`src/rtl/tiger_dcache_router.sv`:
```
// Routes one core load/store at a time to the data cache picked by the top address bits.
// Cache flushes go to every channel; per-channel stalls are reduced into core-facing stalls.
module tiger_dcache_router #(
    parameter int NUM_CH = 2,
    parameter int ADDR_W = 32,
    parameter int DATA_W = 32,
    parameter int OUT_W  = ADDR_W + DATA_W + 8,
    parameter int IN_W   = DATA_W + 8
) (
    input  logic                     clk,
    input  logic                     reset,
    input  logic                     core_memread,
    input  logic                     core_memwrite,
    input  logic                     core_mem8,
    input  logic                     core_mem16,
    input  logic [ADDR_W-1:0]        core_addr,
    input  logic [DATA_W-1:0]        core_wdata,
    input  logic                     core_flush,
    output logic [DATA_W-1:0]        core_rdata,
    output logic                     core_rdata_valid,
    output logic                     core_dstall,
    output logic                     core_can_flush,
    output logic                     core_stall_cpu,
    output logic                     err_both,
    output logic [NUM_CH*OUT_W-1:0]  aso_TigertoCache_data,
    input  logic [NUM_CH*IN_W-1:0]   asi_CachetoTiger_data
);

    localparam int CH_BITS = (NUM_CH > 1) ? $clog2(NUM_CH) : 1;
    localparam int FL_B    = ADDR_W + DATA_W + 2;
    localparam int CR_B    = DATA_W;
    localparam int CW_B    = DATA_W + 1;
    localparam int CF_B    = DATA_W + 2;
    localparam int SC_B    = DATA_W + 4;

    typedef enum logic [1:0] {
        S_IDLE,
        S_REQ,
        S_FLUSH
    } state_t;

    state_t              state_q, state_d;
    logic                rd_q, rd_d;
    logic                wr_q, wr_d;
    logic                m8_q, m8_d;
    logic                m16_q, m16_d;
    logic [ADDR_W-1:0]   addr_q, addr_d;
    logic [DATA_W-1:0]   wdata_q, wdata_d;
    logic [CH_BITS-1:0]  sel_q, sel_d;
    logic [NUM_CH-1:0]   done_q, done_d;
    logic [DATA_W-1:0]   rdata_q, rdata_d;
    logic                valid_q, valid_d;
    logic                canfl_q, canfl_d;
    logic                err_q, err_d;

    logic [CH_BITS-1:0]  sel;
    logic [NUM_CH-1:0]   can_fl_v;
    logic [NUM_CH-1:0]   stall_v;
    logic                sel_can_rd;
    logic                sel_can_wr;
    logic [DATA_W-1:0]   sel_rdata;
    logic [OUT_W-1:0]    req_slice;
    logic                unused_in;

    assign sel = (NUM_CH > 1) ? core_addr[ADDR_W-1 -: CH_BITS] : '0;

    // dStall and the spare top bits of each inbound slice carry nothing we act on
    assign unused_in = ^asi_CachetoTiger_data;

    always_comb begin
        can_fl_v   = '0;
        stall_v    = '0;
        sel_can_rd = 1'b0;
        sel_can_wr = 1'b0;
        sel_rdata  = '0;
        for (int c = 0; c < NUM_CH; c++) begin
            can_fl_v[c] = asi_CachetoTiger_data[c*IN_W + CF_B];
            stall_v[c]  = asi_CachetoTiger_data[c*IN_W + SC_B];
            if (sel_q == CH_BITS'(c)) begin
                sel_can_rd = asi_CachetoTiger_data[c*IN_W + CR_B];
                sel_can_wr = asi_CachetoTiger_data[c*IN_W + CW_B];
                sel_rdata  = asi_CachetoTiger_data[c*IN_W +: DATA_W];
            end
        end
    end

    always_comb begin
        req_slice                    = '0;
        req_slice[0]                 = rd_q;
        req_slice[1]                 = wr_q;
        req_slice[ADDR_W+1:2]        = addr_q;
        req_slice[ADDR_W+2 +: DATA_W] = wdata_q;
        req_slice[FL_B+1]            = m8_q;
        req_slice[FL_B+2]            = m16_q;
        aso_TigertoCache_data        = '0;
        for (int c = 0; c < NUM_CH; c++) begin
            if (state_q == S_REQ && sel_q == CH_BITS'(c)) begin
                aso_TigertoCache_data[c*OUT_W +: OUT_W] = req_slice;
            end
            if (state_q == S_FLUSH) begin
                aso_TigertoCache_data[c*OUT_W + FL_B] = 1'b1;
            end
        end
    end

    always_comb begin
        state_d = state_q;
        rd_d    = rd_q;
        wr_d    = wr_q;
        m8_d    = m8_q;
        m16_d   = m16_q;
        addr_d  = addr_q;
        wdata_d = wdata_q;
        sel_d   = sel_q;
        done_d  = done_q;
        rdata_d = rdata_q;
        valid_d = 1'b0;
        canfl_d = 1'b0;
        err_d   = err_q;
        unique case (state_q)
            S_IDLE: begin
                if (core_flush) begin
                    state_d = S_FLUSH;
                end else if (core_memread || core_memwrite) begin
                    // a simultaneous read+write is issued as a write
                    rd_d    = core_memread & ~core_memwrite;
                    wr_d    = core_memwrite;
                    m8_d    = core_mem8;
                    m16_d   = core_mem16;
                    addr_d  = core_addr;
                    wdata_d = core_wdata;
                    sel_d   = sel;
                    err_d   = err_q | (core_memread & core_memwrite);
                    state_d = S_REQ;
                end
            end
            S_REQ: begin
                if (rd_q && sel_can_rd) begin
                    rdata_d = sel_rdata;
                    valid_d = 1'b1;
                    state_d = S_IDLE;
                end else if (wr_q && sel_can_wr) begin
                    state_d = S_IDLE;
                end
            end
            S_FLUSH: begin
                if (&(done_q | can_fl_v)) begin
                    done_d  = '0;
                    canfl_d = 1'b1;
                    state_d = S_IDLE;
                end else begin
                    done_d = done_q | can_fl_v;
                end
            end
            default: state_d = S_IDLE;
        endcase
    end

    always_ff @(posedge clk or posedge reset) begin
        if (reset) begin
            state_q <= S_IDLE;
            rd_q    <= 1'b0;
            wr_q    <= 1'b0;
            m8_q    <= 1'b0;
            m16_q   <= 1'b0;
            addr_q  <= '0;
            wdata_q <= '0;
            sel_q   <= '0;
            done_q  <= '0;
            rdata_q <= '0;
            valid_q <= 1'b0;
            canfl_q <= 1'b0;
            err_q   <= 1'b0;
        end else begin
            state_q <= state_d;
            rd_q    <= rd_d;
            wr_q    <= wr_d;
            m8_q    <= m8_d;
            m16_q   <= m16_d;
            addr_q  <= addr_d;
            wdata_q <= wdata_d;
            sel_q   <= sel_d;
            done_q  <= done_d;
            rdata_q <= rdata_d;
            valid_q <= valid_d;
            canfl_q <= canfl_d;
            err_q   <= err_d;
        end
    end

    assign core_rdata       = rdata_q;
    assign core_rdata_valid = valid_q;
    assign core_can_flush   = canfl_q;
    assign err_both         = err_q;
    assign core_stall_cpu   = |stall_v;
    assign core_dstall      = (state_q != S_IDLE) | core_memread
                            | core_memwrite | core_flush;

endmodule

```
`config.mk`:
```
export PLATFORM = sky130hd
export DESIGN_NAME = tiger_dcache_router
export DESIGN_NICKNAME = d
export VERILOG_FILES = /design/src/rtl/tiger_dcache_router.sv
export SDC_FILE = /design/constraint.sdc
export NUM_CORES = 1
export LEC_CHECK = 0
export CORE_MARGIN = 2
export CORE_UTILIZATION = 35
export DETAILED_ROUTE_END_ITERATION = 16
export PLACE_DENSITY = 0.87
export SETUP_SLACK_MARGIN = 0.05
export SLEW_MARGIN = 10
export SYNTH_ARGS = -nofsm -noshare
export SYNTH_HDL_FRONTEND = slang
export SYNTH_SLANG_ARGS = --single-unit
```
`constraint.sdc`:
```
create_clock -name clk -period 4.2 [get_ports clk]
set_clock_uncertainty 0.2 [all_clocks]
set_input_delay 0.63 -clock clk [delete_from_list [all_inputs] [get_ports clk]]
set_output_delay 0.63 -clock clk [all_outputs]
set_load 0.01 [all_outputs]
```
==> results of run 1 <==
## how the worst min path moves through the flow
stage                   start  cells after the start             end
3_5_place_dp         err_both                      1        err_both
2_1_floorplan      wdata_q[0]                      1      wdata_q[0]
4_1_cts              err_both                      1        err_both
6_report             err_both                      1        err_both
3_3_place_gp         err_both                      1        err_both
5_1_grt        core_rdata[20]                      1  core_rdata[20]
## cells in the mapped netlist (all sizes together), types with 2 or more instances
| cell type | count |
|---|---|
| and2b | 2 |
| nand2 | 2 |
| nor2b | 2 |
| and3 | 67 |
| nor2 | 3 |
| dfrtp | 107 |
| inv | 2 |
| mux2 | 132 |
| clkbuf | 21 |
| or2 | 2 |
| a21oi | 5 |
| and2 | 69 |
| buf | 23 |
## routing by layer
layer | vias up | share of wire [%]
met4 | 0 | 2.2
met5 | - | 0
met1 | 2165 | 40
met2 | 173 | 52
met3 | 20 | 6.5
li1 | 2113 | -
## cell families after synthesis
| logic type | synth area share (%) |
|---|---|
| muxes | 27.3 |
| other | 0.0688 |
| and+or+nand+nor | 17.4 |
| AOI/OAI and AO/OA | 1.45 |
| DFF | 49.1 |
| buffers and inverters | 4.75 |
## flip-flops by register name, indices dropped and copies added (netlist names), 2 cells and up
| signal | cells |
|---|---|
| wdata_q | 32 |
| done_q | 2 |
| state_q | 2 |
| core_rdata | 32 |
| addr_q | 32 |
## cell usage in the layout, fill, tap and decap left out, drive strengths merged, types with 2 or more instances in the layout
cell and instances:
clkdlybuf4s50 316, mux2 132, dfrtp 107, and2 69, and3 67, clkbuf 10, conb 7, buf 6
a21oi 5, nor2 3, or2 2, nand2 2, clkinv 2, clkinvlp 2, nor2b 2, inv 2
and2b 2
## area by class of cell
type	count	area [µm²]
Clock inverter	5	55.1
Sequential cell	107	2680
Multi-Input combinational cell	300	2540
Tap cell	188	235
Inverter	2	10.0
Clock buffer	10	229
Fill cell	1249	6230
Timing Repair Buffer	322	3220
## power by group through the flow
stage	logic, mW	registers, mW	clock network, mW
global placement	2.38	1.89	0
floorplan	1.29	1.86	0
finish	2.39	1.90	0.829
CTS	2.43	1.90	0.856
detailed placement	2.42	1.92	0
global route	2.57	1.97	0.899
## stage by stage
stage,hold slack (ns),area (µm²),setup slack [ns]
2_1_floorplan,0.264,5470,0.553
3_3_place_gp,0.252,8690,1.17
3_5_place_dp,0.279,8690,1.15
4_1_cts,0.295,8970,0.983
5_1_grt,0.318,8970,0.859
6_report,0.287,8970,0.973
==> metrics list, run 1 <==
* Die area: between 15000 and 20000 µm²
- For this run, the slowest stage of the critical path takes between 0.7 and 0.8 ns.
- Async SR Flop Fraction: 100%
- Counting distinct cell types in the post-synthesis netlist gives 29.
* Number of detailed-route iterations in the first pass: 4
- Critical-path maximum fanout: approximately 100
- Post-CTS timing repair inserted 0 buffers for setup.
- Count of routing violations after the opening detailed-route iteration: ~130
- Cell types occupying the most area after synthesis: sky130_fd_sc_hd__dfrtp_1 49%, sky130_fd_sc_hd__mux2_2 21%, sky130_fd_sc_hd__and2_1 7.9%
- Outcome: complete, no violations
- Met1 track utilization from global routing: 21.7%
- In this run the number of cells on the critical path is 3.
- Deepest clock path buffer count: 2
- Total of buffers placed on input and output ports: ~320
* Critical path startpoint: addr_q[31]
* CTS H-Tree Depth: 3
- Post-cts resize count: 0
- Crit path time final: approximately 3.2 ns
- Mapped cell area: between 5000 and 6000 µm²
- The analysis attributes to net switching a power of between 1.5 and 2 mW.
* Average routed wire per standard cell: around 17 µm
- Net switching is about 33% of the power.
* Worst IR Drop VDD: approximately 0.3 mV
- Layout Nets: ~900
* Global routing usage on met3: around 4.3%
- Of the available clock period, the critical path in the final layout requires roughly three quarters.
- The first global-routing pass estimated 23.8 mm of wire.
- Post-route DRC violation count: 0
* Largest net degree at the start of global routing: 104
* Core area: roughly 15000 µm²
- Cts-stage hold buffer count: 0
* Setup total negative slack: 0 ns
- For the pin with the worst max-slew slack, the measured transition is between 1 and 1.5 ns.
- Across all register-to-register paths, the minimum setup slack is about 1.5 ns.
- Setup violations remaining at the end of the flow were counted as 0.
- Dpl hpwl: roughly 12 mm
* Register bit count reported by yosys: between 100 and 150
- Cells after DPL: 919
* Via-per-instance ratio: approximately 4.8
- In this run the worst setup path terminates at aso_TigertoCache_data[91].
- Most frequently used flop master after synthesis: sky130_fd_sc_hd__dfrtp_1
- Launching point of the worst reg2reg path: addr_q[31]
- The floorplan step set the die height to around 130 µm.
* Vias in the first global route: approximately 4400
* CP Buf/Inv Count: 2
- Across the run, the number of max-cap violations was 0.
- Proportion of power drawn by the clock network: 16.2%
* Initial core utilization: between 30% and 40%
- Post-layout instance count excluding filler cells: between 900 and 1000
- Relative contribution of combinational cells to total power: a little under half
- The largest total area in the synthesized netlist belongs to sky130_fd_sc_hd__dfrtp_1.
- Cell internal power was estimated by the tool at approximately 3.4 mW.
- The number of hold violations in the final report was 0.
* Initial antenna violation count: 0
- Top achievable clock speed: between 300 and 400 MHz
- Element type at the critical path end: output port
* Width of the chip: approximately 130 µm
- After global routing, the most crowded layer is met2.
- Power density of the placed cells: about 570 nW/µm²
- TritonCTS created 9 clock buffers.
* Slowest stage cell on the critical path: sky130_fd_sc_hd__buf_4
* Clock Sink Count: roughly 110
* Avg Synthesized Cell Area: 12.2 µm²
- The final count of pins violating max slew came to 0.
- Setup repair after global routing left no endpoint under its margin.
- Fraction of final layout cells with drive strength greater than 1: 17.7%
- At the worst endpoint, the required time is between 3 and 4 ns.
- At the later pin of the worst-skew pair, clock insertion delay measures approximately 0.34 ns.
- HP Class: reg -> reg
* Via count: roughly 4500
- Remaining Overflow, GRT: 0
* Diodes inserted: 0
- In this run the critical register-to-register path is captured at core_rdata[19].
- Data arrives at the worst endpoint at 2.40 ns.
- Worst-path cell chain: buf_4 > and3_1 > clkdlybuf4s50_1
* Remaining antenna violation count: 0
- The area growth from synthesis to layout is 64.6%.
* CTS tree: done
- Leakage: 3.86 nW
* Critical Path Source Type: flop
- After clock tree synthesis, the clock-pin slew on the worst setup and hold paths is roughly 0.070 ns.
- For this run, the share of the core covered by cells in the final layout is roughly three fifths.
- Global Route met2 Usage: between 30% and 40%
- After synthesis, the largest area contributor takes up around half of total cell area.
* Synthesized instance count: around 450
- CTS Root Cell: sky130_fd_sc_hd__clkbuf_16
- Total detailed-routing wirelength: 15.9 mm
- Top Ports: 332
- Crit path kind: reg -> out
* Power share of the sequential group: ~37%
* Headroom to the max-slew limit: 31.8%
* Overall power: 5.12 mW
- Number of cell rows: 45
- Overall global routing resource usage: 18.5%
- Sequential element share of the synthesized area: 49.1%
- In this run, synthesis inferred 0 flip-flops with an integrated enable.
- Gp weighted congestion: 0.778
- Dominant delay contributor by cell family on the critical path: buffers and inverters
* Warning count from the yosys run: 0
- Depth of the worst register-to-register path: 4
(Power assumes the default switching activity.)
==> run 2, diff against run 1 <==
==> constraint.sdc (replaced) <==
create_clock -name clk -period 3 [get_ports clk]
set_clock_uncertainty 0.2 [all_clocks]
set_input_delay 0.45 -clock clk [delete_from_list [all_inputs] [get_ports clk]]
set_output_delay 0.45 -clock clk [all_outputs]
set_load 0.01 [all_outputs]
==> metrics list, run 2 (synthesis results as in run 1) <==
- Outcome: complete, no violations
- In this run the number of H-tree levels came out at 3.
- 0 antenna diodes ended up in the layout.
- Dpl hpwl: ~12 mm
- The path class of the tightest hold or removal check is reg -> reg.
- Number of endpoints failing setup at the final stage: 0
* Cts-stage hold buffer count: 0
* Finished Core Util: approximately 59%
- The die covers ~17000 µm².
* Top Ports: around 330
- The net count of the finished layout is approximately 900.
* Critical path required time: approximately 2.4 ns
- The final count of pins violating max slew came to 0.
- At the end of routability-driven placement, the weighted congestion stood at between 0.8 and 0.9.
* Worst IR Drop VDD: ~0.58 mV
* Crit path kind: reg -> out
* Global-route wire length before repair: between 20 and 25 mm
* Count of routing violations after the opening detailed-route iteration: ~130
- Layout filler cell count: between 1000 and 1500
- Remaining Overflow, GRT: 0
- The area growth from synthesis to layout is 65.3%.
- Dividing total power by cell area gives a power density of 794 nW/µm².
- Largest net degree at the start of global routing: 108
* Number of max-cap violations: 0
- From left edge to right edge, the die measures ~130 µm.
- Crit path time final: around 2.8 ns
- For this configuration, the core starts out at a cell density of between 30% and 40%.
- Along the worst path, the maximum fanout reaches between 40 and 50.
* CP Buf/Inv Count: 2
- Total detailed-routing wirelength: roughly 16 mm
* Storage cell area: 2680 µm²
- Via count: ~4500
- Slowest stage cell on the critical path: sky130_fd_sc_hd__clkdlybuf4s50_1
* Post-detailed-placement cell area: around 8700 µm²
- Top achievable clock speed: roughly 360 MHz
- Broken down by cell family, the worst path's largest delay share belongs to buffers and inverters.
- The number of hold violations in the final report came to 0.
* Post-route DRC violation count: 0
- Leading cell type in the layout, fill and taps excluded: sky130_fd_sc_hd__clkdlybuf4s50_1
- Worst skew pair latency: about 0.34 ns
- Worst-path cell chain: nor2b_4 > buf_4 > and3_1 > clkdlybuf4s50_1
- CTS tree: done
- Initial antenna violation count: 0
- Headroom to the max-slew limit: 57.1%
* Overall global routing resource usage: a little under a fifth
- CTS Root Cell: sky130_fd_sc_hd__clkbuf_16
- Core area: about 15000 µm²
- STA classifies the critical path endpoint as an output port.
- Total of buffers placed on input and output ports: roughly 320
* Fraction of final layout cells with drive strength greater than 1: 17.9%
- For the pin with the worst max-slew slack, the measured transition is 0.643 ns.
- Worst Path Arrival: 2.15 ns
- Buffer count from post-CTS setup fixing: 0
* Average routed wire per standard cell: between 15 and 20 µm
* Unrepaired setup endpoints after global routing: no
* Via-per-instance ratio: about 4.8
* Number of detailed-route iterations in the first pass: 4
- The worst setup path is launched from a flop.
- Chip Height: 129 µm
- Leakage: 3.87 nW
- The detail route stage leaves a number of antenna-violating nets equal to 0.
- After routing the design area is between 9000 and 10000 µm².
- Post-cts resize count: 0
- Total CTS buffers: 9
- Biggest cell delay along the critical path: about 0.55 ns
- The multi-input combinational cells in the finished layout cover a total of roughly 2500 µm².
* Vias in the first global route: ~4500
- No sink is reached through more buffers than the 2 on the longest clock path.
- Number of cell rows: 45
- After clock tree synthesis, the clock-pin slew on the worst setup and hold paths is ~0.07 ns.
- Clock Sink Count: ~110
- Commonest cells after routing, fill and taps aside: 316 x sky130_fd_sc_hd__clkdlybuf4s50_1, 106 x sky130_fd_sc_hd__dfrtp_1, 103 x sky130_fd_sc_hd__mux2_2
- Setup total negative slack: 0 ns
- Dividing the final minimum period by the clock period gives between 90 and 100%.
[run 2: cell count changes in the layout (fill, tap and decap cells not counted)]
| cell | previous run | this run |
|---|---|---|
| sky130_fd_sc_hd__buf_12 | 1 | 3 |
| sky130_fd_sc_hd__buf_4 | 5 | 6 |
| sky130_fd_sc_hd__bufinv_16 | 1 | 0 |
| sky130_fd_sc_hd__clkbuf_1 | 1 | 3 |
| sky130_fd_sc_hd__clkbuf_8 | 0 | 1 |
| sky130_fd_sc_hd__clkinv_2 | 2 | 0 |
| sky130_fd_sc_hd__clkinv_4 | 0 | 1 |
| sky130_fd_sc_hd__clkinvlp_4 | 2 | 3 |
| sky130_fd_sc_hd__inv_4 | 1 | 0 |
[run 2: worst paths after layout]
| kind | from | end | slack (ns) | cells after the start |
|---|---|---|---|---|
| min in group asynchronous | reset | core_rdata[28] | 0.38 | 3 |
| max in group asynchronous | reset | addr_q[31] | 1.67 | 3 |
| setup reg to reg | state_q[0] | core_rdata[2] | 0.76 | 4 |
| hold / removal | err_both | err_both | 0.27 | 1 |
| setup / recovery | state_q[0] | aso_TigertoCache_data[106] | 0.20 | 4 |
| hold reg to reg | err_both | err_both | 0.27 | 1 |
[run 2: through the flow]
stage | total power, mW | cells | setup slack, ns | hold WS (ns)
6_report | 7.15 | 938 | 0.201 | 0.268
5_1_grt | 7.65 | 938 | 0.0576 | 0.297
4_1_cts | 7.26 | 938 | 0.158 | 0.272
3_5_place_dp | 6.13 | 922 | 0.547 | 0.257
3_3_place_gp | 6.02 | 922 | 0.569 | 0.252
2_1_floorplan | 4.42 | 453 | 1.01 | 0.264
[run 2: final cells by class]
| type | instances | area share, % |
|---|---|---|
| clock buffer | 13 | 2.78 |
| sequential | 107 | 29.7 |
| timing repair buffer | 325 | 36.3 |
| inverter | 2 | 0.125 |
| tap | 188 | 2.61 |
| clock inverter | 3 | 0.264 |
| multi-input combinational | 300 | 28.2 |
[run 2: metal layers]
metal	vias up	wire [µm]	track usage (%)
li1	2117	-	-
met1	2133	6180	22.6
met2	192	8050	32.1
met3	32	1130	5.45
met4	0	451	7.48
met5	-	0	0
[run 2: report_power, final]
part / switching [mW] / internal, mW
Combinational: 1.35 / 2.02
Clock: 0.510 / 0.589
Sequential: 0.512 / 2.16
==> run 3, diff against run 2 <==
--- a/config.mk
+++ b/config.mk
@@ -5,6 +5,7 @@
 export SDC_FILE = /design/constraint.sdc
 export NUM_CORES = 1
 export LEC_CHECK = 0
+export CORE_ASPECT_RATIO = 0.75
 export CORE_MARGIN = 2
 export CORE_UTILIZATION = 35
 export DETAILED_ROUTE_END_ITERATION = 16
==> metrics list, run 3 (synthesis results as in run 1) <==
- Outcome: complete, no violations
- Unrepaired setup endpoints after global routing: no
- The die is around 110 µm tall.
* Layout Nets: roughly 900
- Worst-path cell chain: nor2b_4 > and2b_4 > clkbuf_16 > and2_1 > clkdlybuf4s50_1
- The number of hold violations in the final report was 0.
- Initial core utilization: 35.8%
- After detailed routing, the number of vias per cell comes to 4.77.
* Core area: between 15000 and 20000 µm²
- VDD sags by at most 0.360 mV.
* Critical-path maximum fanout: 31
- Deepest clock path buffer count: 2
* Post-detailed-placement cell area: ~8800 µm²
* Average routed wire per standard cell: roughly 17 µm
- Cells after DPL: ~940
- For the worst-skew pair, the clock arrives at the later sink with an insertion delay of around 0.34 ns.
- Row generation in the floorplan step produced 39 rows.
* Top achievable clock speed: 355 MHz
- The first global-routing pass estimated around 25 mm of wire.
- Setup total negative slack: 0 ns
- Via count: between 4000 and 5000
* Crit path kind: reg -> out
* Leading cell type in the layout, fill and taps excluded: sky130_fd_sc_hd__clkdlybuf4s50_1
- Gp weighted congestion: 0.760
- In the final layout, the share of cells above drive strength 1 is approximately 18%.
* Slowest stage cell on the critical path: sky130_fd_sc_hd__clkdlybuf4s50_1
* Power share of the sequential group: between 30% and 40%
* Total CTS buffers: 9
* Power density of the placed cells: around 800 nW/µm²
- Headroom to the max-slew limit: between 50 and 60%
* Layout filler cell count: ~1300
- Buffer count from post-CTS setup fixing: 0
* Biggest cell delay along the critical path: 0.55 ns
* Post-placement setup slack: 0.456 ns
- Worst hold-check slack: around 0.28 ns
* Critical Path Source Type: flop
- Excluding fillers, the count of instances in the completed layout stands at approximately 950.
- Internal power contribution: ~4.8 mW
* Width of the chip: 148 µm
- Entering global routing, the biggest net connects about 110 pins.
- Vias in the first global route: 4782
- Total of buffers placed on input and output ports: between 300 and 400
- The final count of pins violating max slew was 0.
- Number of max-cap violations: 0
- Number of endpoints failing setup at the final stage: 0
* Cts-stage hold buffer count: 0
- Leaving out fill and tap cells, the most frequent cells in the layout are 316 x sky130_fd_sc_hd__clkdlybuf4s50_1, 105 x sky130_fd_sc_hd__dfrtp_1, 103 x sky130_fd_sc_hd__mux2_2.
* Count of routing violations after the opening detailed-route iteration: approximately 100
- Remaining antenna violation count: 0
- Once the clock tree was built, the resizer swapped 0 gates to a different size.
- Combinational logic is responsible for about 48% of the overall power.
- At the pin with the least slew margin, the transition time is 0.639 ns.
- CTS placed an instance of sky130_fd_sc_hd__clkbuf_16 at the clock tree root.
- Post-route DRC violation count: 0
- Net switching is between 30% and 40% of the power.
- Proportion of power drawn by the clock network: between 15 and 20%
- Overall global routing resource usage: 19.3%
- Die area: approximately 17000 µm²
* CTS H-Tree Depth: 3
- Summed over all layers, the global routing overflow is 0.
- For the worst setup path, the data required time is around 2.4 ns.
- 332 I/O pins were placed.
- TritonCTS built the clock tree.
* Area overhead of the layout relative to synthesis: 66.6%
- Setup slack closes at about 0.18 ns.
- After detailed routing, the total wire length is around 16 mm.
- After routing the design area is 9080 µm².
* Worst Path Arrival: 2.17 ns
- For this design the static power due to leakage is 3.89 nW.
- Crit path time final: roughly 2.8 ns
- Element type at the critical path end: output port
- The number of antenna violations at the first check in global routing is 0.
- Net Switching: approximately 2.4 mW
* Dpl hpwl: between 10 and 15 mm
- Clock-pin slew was measured on the worst setup and hold paths at around 0.07 ns.
- HP Class: reg -> reg
- Clock Sink Count: 107
- Diodes inserted: 0
* Period utilization: between 90 and 100%
- Number of detailed-route iterations in the first pass: 4
-- run 3: cell types whose count changed in the layout (fill, tap and decap cells not counted), sizes merged --
| cell | change |
|---|---|
| clkinvlp | -2 |
| clkinv | +1 |
| inv | +4 |
| clkbuf | -2 |
| buf | -2 |
-- run 3: worst max-delay path, delay by kind of cell, from the launching register on --
| family | cells | cell delay (ns) |
|---|---|---|
| and+or+nand+nor | 3 | 0.58 |
| DFF | 1 | 0.46 |
| buffers and inverters | 2 | 0.77 |
-- run 3: final timing paths --
path	cells past startpoint	startpoint	to	slack [ns]
min	1	err_both	err_both	0.28
max in group asynchronous	3	reset	addr_q[31]	1.74
max	5	state_q[1]	aso_TigertoCache_data[52]	0.18
min reg2reg	1	err_both	err_both	0.28
max reg2reg	4	addr_q[31]	core_rdata[18]	0.58
min in group asynchronous	3	reset	wdata_q[24]	0.43
-- run 3: layout make-up --
class / count / area [µm²] / area share, %
clock inverters: 6 / 45.0 / 0.496
multi-input cells: 300 / 2550 / 28.0
repair buffers: 324 / 3300 / 36.4
flip-flops and latches: 107 / 2680 / 29.5
clock buffers: 10 / 239 / 2.63
inverters: 2 / 11.3 / 0.124
well taps: 205 / 256 / 2.82
-- run 3: per-layer routing --
layer / track usage (%) / routed length, µm
met5: 0 / 0
met4: 4.44 / 192
met3: 6.59 / 1300
met2: 33.3 / 8190
met1: 23.3 / 6790
-- run 3: power groups by stage --
stage / Clock, mW / Sequential (mW) / Combinational, mW
after floorplan: 0 / 2.60 / 1.81
after global placement: 0 / 2.61 / 3.41
after detailed placement: 0 / 2.65 / 3.47
after CTS: 1.19 / 2.63 / 3.49
after global routing: 1.24 / 2.73 / 3.73
final: 1.15 / 2.63 / 3.47
-- run 3: through the flow --
step	power, mW	util [%]
2_1_floorplan	4.42	-
3_3_place_gp	6.02	57.6
3_5_place_dp	6.13	57.6
4_1_cts	7.31	59.5
5_1_grt	7.70	59.7
6_report	7.24	59.7
